===== src/rtl/fetch_stage.sv =====
// Instruction fetch stage: PC ownership, single-outstanding imem requests,
// registered IF/ID output with a one-entry skid and redirect flush.
module fetch_stage #(
  parameter logic [31:0] RESET_PC = 32'h0000_0000,
  parameter logic [31:0] NOP_INST = 32'h0000_0013
) (
  input  logic        clk,
  input  logic        rst,
  output logic        imem_req_valid,
  input  logic        imem_req_ready,
  output logic [31:0] imem_addr,
  input  logic        imem_rsp_valid,
  input  logic [31:0] imem_rsp_data,
  input  logic        redirect_valid,
  input  logic [31:0] redirect_pc,
  output logic        id_valid,
  input  logic        id_ready,
  output logic [31:0] id_inst,
  output logic [31:0] id_pc
);

  typedef enum logic [1:0] {
    S_REQ,
    S_WAIT,
    S_HOLD,
    S_DROP
  } state_e;

  state_e      state_q, state_d;
  logic [31:0] pc_q, pc_d;
  logic [31:0] fetch_pc_q, fetch_pc_d;
  logic        id_valid_q, id_valid_d;
  logic [31:0] id_inst_q, id_inst_d;
  logic [31:0] id_pc_q, id_pc_d;
  logic        sk_valid_q, sk_valid_d;
  logic [31:0] sk_inst_q, sk_inst_d;
  logic [31:0] sk_pc_q, sk_pc_d;

  logic req_fire;
  logic consume;

  assign imem_req_valid = (state_q == S_REQ) && !redirect_valid && !rst;
  assign imem_addr      = pc_q;
  assign req_fire       = imem_req_valid && imem_req_ready;
  assign consume        = id_valid_q && id_ready;

  assign id_valid = id_valid_q;
  assign id_inst  = id_valid_q ? id_inst_q : NOP_INST;
  assign id_pc    = id_pc_q;

  always_comb begin
    state_d    = state_q;
    pc_d       = pc_q;
    fetch_pc_d = fetch_pc_q;
    id_valid_d = id_valid_q;
    id_inst_d  = id_inst_q;
    id_pc_d    = id_pc_q;
    sk_valid_d = sk_valid_q;
    sk_inst_d  = sk_inst_q;
    sk_pc_d    = sk_pc_q;

    if (consume) id_valid_d = 1'b0;

    unique case (state_q)
      S_REQ: begin
        if (req_fire) begin
          fetch_pc_d = pc_q;
          state_d    = S_WAIT;
        end
      end
      S_WAIT: begin
        if (imem_rsp_valid) begin
          pc_d = fetch_pc_q + 32'd4;
          if (!id_valid_q || id_ready) begin
            id_valid_d = 1'b1;
            id_inst_d  = imem_rsp_data;
            id_pc_d    = fetch_pc_q;
            state_d    = S_REQ;
          end else begin
            sk_valid_d = 1'b1;
            sk_inst_d  = imem_rsp_data;
            sk_pc_d    = fetch_pc_q;
            state_d    = S_HOLD;
          end
        end
      end
      S_HOLD: begin
        if (id_ready && sk_valid_q) begin
          id_valid_d = 1'b1;
          id_inst_d  = sk_inst_q;
          id_pc_d    = sk_pc_q;
          sk_valid_d = 1'b0;
          state_d    = S_REQ;
        end
      end
      S_DROP: begin
        if (imem_rsp_valid) state_d = S_REQ;
      end
      default: state_d = S_REQ;
    endcase

    // A still-outstanding response must be swallowed before refetching.
    if (redirect_valid) begin
      pc_d       = redirect_pc & ~32'd3;
      id_valid_d = 1'b0;
      sk_valid_d = 1'b0;
      if ((state_q == S_WAIT || state_q == S_DROP) && !imem_rsp_valid)
        state_d = S_DROP;
      else
        state_d = S_REQ;
    end
  end

  always_ff @(posedge clk) begin
    if (rst) begin
      state_q    <= S_REQ;
      pc_q       <= RESET_PC;
      fetch_pc_q <= RESET_PC;
      id_valid_q <= 1'b0;
      id_inst_q  <= NOP_INST;
      id_pc_q    <= 32'd0;
      sk_valid_q <= 1'b0;
      sk_inst_q  <= NOP_INST;
      sk_pc_q    <= 32'd0;
    end else begin
      state_q    <= state_d;
      pc_q       <= pc_d;
      fetch_pc_q <= fetch_pc_d;
      id_valid_q <= id_valid_d;
      id_inst_q  <= id_inst_d;
      id_pc_q    <= id_pc_d;
      sk_valid_q <= sk_valid_d;
      sk_inst_q  <= sk_inst_d;
      sk_pc_q    <= sk_pc_d;
    end
  end

endmodule


===== config.mk =====
export PLATFORM = sky130hd
export DESIGN_NAME = fetch_stage
export DESIGN_NICKNAME = d
export VERILOG_FILES = /design/src/rtl/fetch_stage.sv
export SDC_FILE = /design/constraint.sdc
export NUM_CORES = 1
export LEC_CHECK = 0
export ABC_AREA = 1
export CAP_MARGIN = 30
export CORE_MARGIN = 1.5
export CORE_UTILIZATION = 56
export DETAILED_ROUTE_END_ITERATION = 8
export HOLD_SLACK_MARGIN = 0.05
export PLACE_DENSITY = 0.9
export SKIP_CTS_REPAIR_TIMING = 1
export SYNTH_ARGS = -nofsm -noshare
export SYNTH_HDL_FRONTEND = slang
export SYNTH_SLANG_ARGS = --single-unit

===== constraint.sdc =====
create_clock -name clk -period 3.5 [get_ports clk]
set_input_delay 0.35 -clock clk [delete_from_list [all_inputs] [get_ports clk]]
set_output_delay 0.35 -clock clk [all_outputs]
set_load 0.01 [all_outputs]

# == Word-level counts from Yosys, hierarchy flattened ==
# Index checks and enable logic that the tools add are counted.
# word_totals
reg_bits,196
wordCells,76
output_inout_bits,98
in_bits,70
# op_classes
addsub,1
n_eq_ne,11
n_reduce_logical,24
mux,29
bitwise,1
# op_table
op,n
$mux W32,10
$pmux W32 S2,2
$add A32 B3 Y32 const B,1
$mux W2,7
$ne A3 B3 Y1 const B,4
$reduce_and A4 Y1,3
$ne A2 B2 Y1 const B,4
$pmux W2 S4,1
$mux W1,7
$logic_and A1 B1 Y1,6
$reduce_and A2 Y1,3
$reduce_bool A2 Y1,3
$eq A2 B2 Y1 const B,2
$logic_not A1 Y1,4
$pmux W1 S2,2
$reduce_and A3 Y1,1
$eq A2 B1 Y1 const B,1
$logic_not A2 Y1,1
$logic_or A1 B1 Y1,2
$reduce_or A2 Y1,1
$not A1 Y1,1

# == Logic depth before layout (Yosys ltp) ==
# logic_depth
ltp_word,7
ltp_mapped,10
depth_no_buf,9

# == Least setup slack after synthesis ==
# Ideal clock, no wire load.
# synth_timing
path_kind,register to register
start,register state_q[0]
end,register id_inst_q[10]
path_slack_ns,1.865
setup_ns,0.125
n_path_buf,3
t_arrival_ns,1.509
required_ns,3.375
path_stages_with_launch,10
period_less_slack_ns,1.635
cell_sequence,dfxtp_1 inv_1 ha_1 clkbuf_1 nand2_1 o21ai_2 nor2_4 buf_4 buf_2 a31oi_1
# synth_via
elab_chain_cells,3
word_cells_on_any_way,8
classes_between,eq/ne (5); mux (1); reduce/logical (2)
# synth_lines
element,line,source
from (decl),29,"state_e state_q, state_d;"
from (signal assigned),126,state_q <= state_d;
$eq A2 B2 Y1 or $eq A2 B1 Y1 (tied branches),64,unique case (state_q)
$ne A2 B2 Y1 (no source line) or $reduce_bool A2 Y1 (tied branches),-,
$reduce_and A4 Y1 (no source line),-,
to (signal assigned),130,id_inst_q <= id_inst_d;
to (decl),33,"logic [31:0] id_inst_q, id_inst_d;"
# Parallel ways exist; a longest one is shown, timed or not.
# A chain may end at the register's enable or synchronous reset.

# == Final worst setup path ==
# layout_timing
start,register id_valid_q (netlist: id_valid)
end,register sk_inst_q[18]
# layout_via
elab_chain_cells,4
# layout_lines
element,line,source
from (decl),32,"logic id_valid_q, id_valid_d;"
from (signal assigned),129,id_valid_q <= id_valid_d;
$logic_not A1 Y1,74,if (!id_valid_q || id_ready) begin
$logic_or A1 B1 Y1,74,
$not A1 Y1 (no source line),-,
$reduce_and A3 Y1 (no source line),-,
to (signal assigned),133,sk_inst_q <= sk_inst_d;
to (decl),36,"logic [31:0] sk_inst_q, sk_inst_d;"
# No other way between the ends.

==> impl_results.md <==
* Maximum VDD drop at 0.366 mV
* Largest net degree at the start of global routing at 127
* Worst Path Buf+Inv at 4
* Initial DRC Count at 827
* CTS H-tree lvls at 4
* Crit path capture type: flip-flop
* Die W at 127 µm
* Status: finished clean
* Die Ht at about 130 µm
* PortBufs at 165
* Skew-Pair Late Insertion Delay at between 400 and 500 ps
* Metal-1 WL at 10.5 mm
* Reg2Reg Depth at 9
* Max Fclk at approximately 0.41 GHz
* Met2 wire length at around 11 mm
* Net Count, Synth at 1,281
* Worst Slack Setup Final at 1090 ps
* Reg power frac at 49.3%
* Switching power at 0.00130 W
* Mapped Cells at 1,205
* Worst-margin pin slew at 745 ps
* Vias in the first global route at ~7,600
* Overall Power at 0.00502 W
* Clock transition at the registers of the reported paths at 70 ps
* Critical Path Fanout Max at 38
* Syn Area/Cell at 7.11 µm²
* Internal power of the cells at 0.00373 W
* DRC viols at 0
* Final slew viol count at 0
* Crit-path cells: buf_4, inv_2, nor2_2, nand2_2, nor2_4, buf_4, inv_2, nor2_1, nor2_1
* Pre-CTS setup slack at 951 ps
* Hold depth at 2
* Rows at 45
* Top Layer Used: met4
* Startpoint types: flip-flop
* Min-Delay Endpoint: sk_inst_q[0]$_SDFFE_PP1P_
* Drt total wl at between 20 and 25 mm
* Crit path DAT at 2730 ps
* P_leak at between 4 and 5 nW
* Most common cell after layout, fill and taps aside: nand2_1
* Part of the cycle the worst path needs at 68.9%
* Max-Cap Viols at 0
* Logic pwr share at between 10% and 20%
* Root Driver: clkbuf_16
* Setup TNS at 0 ps
* RSZ-0062 raised after global routing: false
* Area Growth Syn to Fin at 25.9%
* CTS Buf Count at 17
* Clock power frac at between 30% and 40%
* Share of cells above drive strength 1 at around 5%
* Setup slack, reg-to-reg at 1090 ps
* Final setup fails at 0
* Final Hold Viols at 0
* Worst reg2reg path startpoint: id_valid$_SDFF_PP0_
* Fin Clk Skew at about 6.3 ps
* Critical path's largest stage delay at 350 ps
* GRT overflow at 0
* Reg area at 3920 µm²
* Crit-path slowest cell: nor2_4
* Diodes inserted at 0
* Most frequent cells in the layout: nand2_1, dfxtp_1, clkdlybuf4s50_1, o21ai_0, nor2_1
* Synth cell types at 29
* Routed wl met3 at 1.84 mm
* DRT Pass-1 Iters at 6
* Initial core utilization at 56.8%
* Dpl hpwl at 15.6 mm
* Yosys warnings at 0
* Classification of the worst setup path: reg -> reg
* Antenna-violating nets left at 0
* Fin util at 71.5%
* Data required time of the worst path at 3820 ps
* Routed WL per cell at 15.3 µm
* #FFs+latches synth at slightly below 200
* Fin crit period at 2410 ps
* Sequential fraction of the synthesis area at between 40 and 50%
* R2r endpoint: sk_inst_q[18]$_SDFFE_PP0P_
* Hold Crit Start: sk_inst_q[0]$_SDFFE_PP1P_
* Switching Fraction at ~26%
* Die area at 16,100 µm²
* Worst hold margin at 455 ps
* # fillers at roughly 1,200
* Core footprint at between 15,000 and 20,000 µm²
* First-pass GRT wire length at 37.2 mm
* Num ports at 168
* Hold crit path type: reg -> reg
* Layout net count at between 1,000 and 1,500
* Synthesized cell area at 8570 µm²
* CTS Buffer Depth at 2
* Initial antenna violation count at 0
* Total track usage at 28.6%
* CP top delay family: buffers and inverters
* Vias per cell at 5.65
* GP Congestion at 0.961
* Slew Limit Headroom at between 50% and 60%
* PwrDens at ~470 nW/µm²
* TritonCTS clock tree: done
* Vias at 8,592
* Multi-input logic area at 3930 µm²
* Clock sink total at between 150 and 200
cells in the mapped netlist, drive strengths merged:
library cell	number	share of area, %
o21a	2	0.18
xor2	1	0.10
buf	37	2.3
a21oi	85	5.0
o21ai	164	9.6
clkbuf	44	1.9
inv	96	4.2
ha	6	0.88
nand3	53	3.2
nand4	1	0.073
nand2	292	13
a31oi	71	5.2
o211ai	6	0.53
and3	1	0.073
a22o	20	2.0
or2	7	0.51
dfxtp	196	46
nor3	1	0.058
nor2	122	5.6
registers in the layout, summed over array words and instances, names as in the netlist:
signal,count
id_valid,1
state_q,2
id_pc,32
sk_pc_q,32
fetch_pc_q,32
sk_inst_q,32
sk_valid_q,1
id_inst_q,32
imem_addr,32
final cells by class:
class / count / share of cell area [%]
inverter: 96 / 3.35
clock buffer: 21 / 4.27
clock inverter: 10 / 0.928
timing repair buffer: 179 / 16.5
sequential: 196 / 36.4
tap: 188 / 2.18
multi-input combinational: 832 / 36.4
stage by stage:
step,area (µm²),cells
after CTS,10800,1522
final,10800,1522
after detailed placement,10200,1491
after global placement,10200,1491
after floorplan,8570,1205
after global routing,10800,1522
power groups by stage:
stage | Clock [W] | Sequential (W) | Combinational, W
3_5_place_dp | 0 | 0.00252 | 0.000683
4_1_cts | 0.00187 | 0.00247 | 0.000688
2_1_floorplan | 0 | 0.00253 | 0.000342
6_report | 0.00186 | 0.00248 | 0.000690
5_1_grt | 0.00196 | 0.00249 | 0.000753
3_3_place_gp | 0 | 0.00252 | 0.000664
cell families (layout without fill, tap and decap cells):
family / count (synthesis) / count (layout) / synth area share (%)
compound gates: 348 / 348 / 22.5
xor+xnor: 1 / 1 / 0.102
flops: 196 / 196 / 45.8
fa+ha+maj: 6 / 6 / 0.876
simple gates: 477 / 477 / 22.3
buf+inv: 177 / 306 / 8.45
tightest hold or removal path: stages, from the launching register on:
cell and delay [ps]:
dfxtp_1 320, nand2_1 50, nand3_1 50
how the worst max path moves through the flow:
stage,from,cells past startpoint,slack [ps],endpoint
3_5_place_dp,rst,6,950,fetch_pc_q[19]$_SDFFE_PP0P_
2_1_floorplan,state_q[0]$_SDFFE_PP0P_,9,1870,id_inst_q[10]$_SDFFE_PP0P_
3_3_place_gp,rst,6,1030,fetch_pc_q[21]$_SDFFE_PP0P_
5_1_grt,id_valid$_SDFF_PP0_,9,910,sk_inst_q[5]$_SDFFE_PP0P_
4_1_cts,id_valid$_SDFF_PP0_,9,1130,sk_inst_q[18]$_SDFFE_PP0P_
6_report,id_valid$_SDFF_PP0_,9,1090,sk_inst_q[18]$_SDFFE_PP0P_
layer usage:
| layer | up-vias | GRT usage, % |
|---|---|---|
| met4 | 0 | 7.82 |
| li1 | 4231 | - |
| met2 | 385 | 45.0 |
| met1 | 3948 | 40.7 |
| met3 | 28 | 5.10 |
| met5 | - | 0 |
Note: power is estimated with default switching activity, not from simulation.
